$ cat src/rtl/read_iq.sv
// Packs the interleaved I_lo,I_hi,Q_lo,Q_hi byte stream into sign-extended, BITS-quantized I/Q words.
// 4 pop cycles + 1 write cycle per sample; a full on either output FIFO stalls both writes and byte intake.
module read_iq #(
  parameter int DATA_WIDTH = 32,
  parameter int BITS       = 10
) (
  input  logic                  clock,
  input  logic                  reset,
  input  logic [7:0]            in_dout,
  input  logic                  in_empty,
  output logic                  in_rd_en,
  output logic [DATA_WIDTH-1:0] i_out,
  output logic                  i_wr_en,
  input  logic                  i_full,
  output logic [DATA_WIDTH-1:0] q_out,
  output logic                  q_wr_en,
  input  logic                  q_full,
  output logic [31:0]           sample_count
);

  typedef enum logic [2:0] {
    S_I0,
    S_I1,
    S_Q0,
    S_Q1,
    S_WRITE
  } state_t;

  state_t     state;
  state_t     state_nxt;
  logic       pop;
  logic       push;
  logic [7:0] i_lo;
  logic [7:0] i_hi;
  logic [7:0] q_lo;

  function automatic logic [DATA_WIDTH-1:0] quantize(input logic [7:0] hi, input logic [7:0] lo);
    logic signed [15:0]           s16;
    logic signed [DATA_WIDTH-1:0] ext;
    s16 = {hi, lo};
    ext = s16;
    return ext <<< BITS;
  endfunction

  always_comb begin
    state_nxt = state;
    pop       = 1'b0;
    push      = 1'b0;
    case (state)
      S_I0: begin
        pop = !in_empty;
        if (pop) state_nxt = S_I1;
      end
      S_I1: begin
        pop = !in_empty;
        if (pop) state_nxt = S_Q0;
      end
      S_Q0: begin
        pop = !in_empty;
        if (pop) state_nxt = S_Q1;
      end
      S_Q1: begin
        pop = !in_empty;
        if (pop) state_nxt = S_WRITE;
      end
      S_WRITE: begin
        push = !i_full && !q_full;
        if (push) state_nxt = S_I0;
      end
      default: state_nxt = S_I0;
    endcase
  end

  // Strobes are qualified with reset so nothing moves while it is held low.
  assign in_rd_en = pop && reset;
  assign i_wr_en  = push && reset;
  assign q_wr_en  = push && reset;

  always_ff @(posedge clock or negedge reset) begin
    if (!reset) begin
      state        <= S_I0;
      i_lo         <= '0;
      i_hi         <= '0;
      q_lo         <= '0;
      i_out        <= '0;
      q_out        <= '0;
      sample_count <= '0;
    end else begin
      state <= state_nxt;
      if (pop) begin
        case (state)
          S_I0: i_lo <= in_dout;
          S_I1: i_hi <= in_dout;
          S_Q0: q_lo <= in_dout;
          S_Q1: begin
            // Q_hi goes straight from the FIFO head; no holding register needed.
            i_out <= quantize(i_hi, i_lo);
            q_out <= quantize(in_dout, q_lo);
          end
          default: ;
        endcase
      end
      if (push) sample_count <= sample_count + 32'd1;
    end
  end

endmodule

$ cat config.mk
export PLATFORM = sky130hd
export DESIGN_NAME = read_iq
export DESIGN_NICKNAME = d
export VERILOG_FILES = /design/src/rtl/read_iq.sv
export SDC_FILE = /design/constraint.sdc
export NUM_CORES = 1
export LEC_CHECK = 0
export CORE_ASPECT_RATIO = 2
export CORE_MARGIN = 8
export CORE_UTILIZATION = 50
export DETAILED_ROUTE_END_ITERATION = 8
export PLACE_DENSITY = 0.83
export RECOVER_POWER = 25
export SETUP_SLACK_MARGIN = 0.1
export SLEW_MARGIN = 5
export SYNTH_ARGS = -nofsm -noshare
export SYNTH_HDL_FRONTEND = slang
export SYNTH_SLANG_ARGS = --single-unit
$ cat constraint.sdc
create_clock -name clock -period 6.36 [get_ports clock]
set_input_delay 1.272 -clock clock [delete_from_list [all_inputs] [get_ports clock]]
set_output_delay 1.272 -clock clock [all_outputs]
set_load 0.05 [all_outputs]
## Yosys cells after proc, flatten, opt, wreduce, memory -nomap -nowiden

Cells that the tools add are included.

- Logic and storage cells: 38
- Output and inout port bits: 99
- Input bits: 13
- Register bits: 91

- Reductions and logical operators: 13
- Multiplexer cells: 8
- Add/subtract/negate cells: 1
- Eq/ne operators: 9

Operators by type and width:

| cell | number |
|---|---|
| adder 32 x 1 -> 32 bit, second input constant | 1 |
| two-way mux 3 bit | 5 |
| one-hot mux 3 bit (5 select lines) | 1 |
| inequality test 2 bit, second input constant | 5 |
| AND reduction 2 bit | 4 |
| equality test 3 x 2 -> 1 bit, second input constant | 2 |
| AND reduction 5 bit | 1 |
| OR reduction 4 bit | 1 |
| equality test 3 x 1 -> 1 bit, second input constant | 1 |
| equality test 3 bit, second input constant | 1 |
| logical AND 1 bit | 3 |
| logical NOT 1 bit | 3 |
| logical NOT 3 bit | 1 |
| two-way mux 1 bit | 2 |

## Logic depth before layout (Yosys ltp)

- Word-level depth: 4
- Mapped depth: 6
- Mapped depth without buffers: 5

## Worst setup path before layout

Ideal clock, no wire load.

- Path kind: input port to output port
- Start point: input q_full
- End point: output q_wr_en
- Stages: 4
- Data arrival time: 2648 ps
- Setup slack: 2440 ps
- Data required time: 5088 ps
- Path buffers: 1
- Cells stage by stage: or2_2 > nor2_1 > and2_1 > buf_4

- Word-level cells in the longest chain between the ends: 4

RTL lines:

| what | line | RTL |
|---|---|---|
| from (decl) | 17 | `input logic q_full,` |
| logical NOT 1 bit | 67 | `push = !i_full && !q_full;` |
| logical AND 1 bit | 67 |  |
| two-way mux 1 bit | 49 | `case (state)` |
| logical AND 1 bit | -- |  |
| to (decl) | 16 | `output logic q_wr_en,` |

Every way passes these cells.

## Worst setup path in the final report

- Start point: input reset
- End point: output q_wr_en

- Word-level cells in the longest chain between the ends: 1

RTL lines:

| what | line | RTL |
|---|---|---|
| from (decl) | 8 | `input logic reset,` |
| logical AND 1 bit | 77 | `assign q_wr_en = push && reset;` |

Every way passes these cells.

==> flow_summary.json <==
{
  "r2r_cells": 4,
  "syn_to_final_growth_pct": 26.37,
  "path_class": "primary input to primary output",
  "seq_area_frac_synth_pct": 55.86,
  "drt_first_pass_iters": 4,
  "synth_area_um2": 4076,
  "hp-class": "flip-flop to flip-flop",
  "grt_pass1_wl_um": 14430,
  "register_area_um2": 2277,
  "synth_area_leaders": "dfrtp_1 (56%), mux2_2 (16%), buf_4 (6.3%)",
  "synth-seq-cells": 91,
  "design.die.area_um2": 11470,
  "rsz0062_at_grt": "false",
  "multi_input_comb_area_um2": 1558,
  "maxSlewViolCount": 39,
  "worstMarginPinSlew_ns": 2.002,
  "clock_skew_ns": 0.007775,
  "place_hpwl_um": 6687,
  "required_ns": 5.09,
  "fill_cells": 632,
  "routed_wl_um": 9023,
  "drc": 0,
  "clock-sinks": 91,
  "regToRegSetupSlack_ns": 4.01,
  "endpoint_kind": "primary output",
  "core-area_um2": 7943,
  "grt_max_degree": 57,
  "root_buffer": "clkbuf_16",
  "holdPathEnd": "sample_count[31]",
  "avgSynthCellArea_um2": 13.02,
  "critPathLaunchType": "primary input",
  "synth_warnings": 0,
  "maxCapViolCount": 1,
  "peakVddDrop_mv": 0.3540,
  "period_share_pct": 80.33,
  "power_uw": 2642,
  "track_usage_pct": 16.30,
  "clkLatencyLatePin_ns": 0.34,
  "whs_path_depth": 1,
  "power_leakage_uw": 0.002218,
  "vias": 2607,
  "synth_top_area_cell": "dfrtp_1",
  "initial_core_util_pct": 51.32,
  "antenna_found_initial": 0,
  "synth_cells": 313,
  "layout-drive-gt1-share_pct": 20.96,
  "io-pin-count": 112,
  "cts_max_path_buffers": 2,
  "synth_top_area_share_pct": 55.86,
  "hold_violations": 0,
  "violations": "max-capacitance violations, max-slew violations",
  "reg2reg_from": "state[0]",
  "routedWlPerCell_um": 18.34,
  "synth_cell_type_count": 34,
  "numCtsBuffers": 9,
  "io_buffers": 91,
  "gp_congestion": 0.8576,
  "post_cts_resized": 0,
  "die_y_um": 143.7,
  "max_clock_freq_mhz": 195.7,
  "final_common_cell": "dfrtp_1",
  "slew_headroom_pct": -33.45,
  "finalNetCount": 406,
  "vias_per_cell": 5.299,
  "clk_pin_slew_ns": 0.06,
  "power.density_nw_per_um2": 512.8,
  "row_count": 46,
  "final_cell_mix": "dfrtp_1 (91), clkdlybuf4s50_1 (89), mux2_2 (57), conb_1 (20), xor2_1 (17)",
  "post_cts_buffers": 0,
  "antenna_cells": 0,
  "grt-ovfl-total": 0,
  "ctsHoldBuffers": 0,
  "arrival_ns": 3.84,
  "cts_max_level": 3,
  "chipWidth_um": 79.85,
  "drtIter0Drc": 75,
  "cts_tree": "built",
  "first_global_vias": 2857,
  "outcome": "finished with violations",
  "min-delay-start": "sample_count[31]",
  "crit_path_max_fanout": 38,
  "r2r-end": "sample_count[22]",
  "fin_crit_ns": 5.109,
  "antenna_left": 0,
  "setup_violations": 0,
  "setup_tns_ns": 0
}
[layout make-up]
type,count,area share (%)
Timing Repair Buffer,93,17.80
Inverter,1,0.07287
Clock buffer,9,4.372
Tap cell,96,2.332
Sequential cell,91,44.21
Multi-Input combinational cell,196,30.24
Clock inverter,6,0.9716
[flip-flops by register name, indices dropped and copies added, names as in the netlist]
| register | count |
|---|---|
| q_lo | 8 |
| i_hi | 8 |
| i_lo | 8 |
| i_out | 16 |
| state | 3 |
| q_out | 16 |
| sample_count | 32 |
[layer usage]
metal / up-vias / share of wire (%) / global-route usage [%]
li1: 1203 / - / -
met1: 1295 / 34 / 15.30
met2: 88 / 56 / 29.66
met3: 21 / 6.9 / 5.257
met4: 0 / 2.9 / 9.073
met5: - / 0 / 0
[synthesized netlist by cell type]
cell and instances:
dfrtp_1 91, mux2_2 57, buf_4 34, xor2_1 17
xnor2_1 15, nand2_1 12, nand4_1 12, nor2_1 11
and3_1 8, nand3_1 8, nor3_1 8, clkbuf_1 6
and2_1 3, and4_1 3, nor4_2 3, or4_1 3
buf_6 2, nor2b_1 2, nor4_1 2, nor4_4 2
buf_1 1, buf_2 1, conb_1 1, ha_1 1
inv_1 1, nand3b_1 1, nand4b_1 1, nor4b_2 1
nor4bb_1 1, o21bai_1 1, or2_2 1, or3_1 1
or3b_4 1, or4_4 1
[worst max-delay path by stage]
stage,slack (ns),start,end
final,1.25,reset,q_wr_en
after CTS,1.68,q_full,q_wr_en
after global placement,1.70,q_full,q_wr_en
after detailed placement,1.68,q_full,q_wr_en
after floorplan,2.44,q_full,q_wr_en
after global routing,0.87,reset,i_wr_en
[cell families after synthesis]
kind of cell               count (synthesis)  share of synthesized area, %
xor gates and xnor gates                  32                         6.875
adders and majority gates                  1                        0.3069
buffers and inverters                     45                         7.673
and+or+nand+nor                           85                         13.26
other                                      1                       0.09199
DFF                                       91                         55.86
muxes                                     57                         15.75
AOI/OAI and AO/OA                          1                        0.1842
[stage by stage]
| step | hold slack (ns) | util [%] | worst slack, ns | cell area (um2) | instances |
|---|---|---|---|---|---|
| after detailed placement | 0.4766 | 61.47 | 1.681 | 4882 | 477 |
| after global routing | 0.4939 | 64.86 | 0.8749 | 5151 | 492 |
| after CTS | 0.4855 | 64.93 | 1.679 | 5157 | 492 |
| after floorplan | 0.4750 | - | 2.440 | 4148 | 332 |
| after global placement | 0.4573 | 61.47 | 1.704 | 4882 | 477 |
| final | 0.4805 | 64.86 | 1.251 | 5151 | 492 |
[report_power, final]
group | switching (uW) | leakage [uW] | total (uW) | internal [uW]
registers | 140 | 0.00114 | 921 | 781
clock network | 222 | 0.000129 | 488 | 266
logic | 772 | 0.000952 | 1230 | 460
[worst max-delay path, stage by stage]
cell and delay (ns):
clkbuf_1 1.40, and2_1 0.31, clkdlybuf4s50_1 0.82
Note: power is estimated with default switching activity, not from simulation.
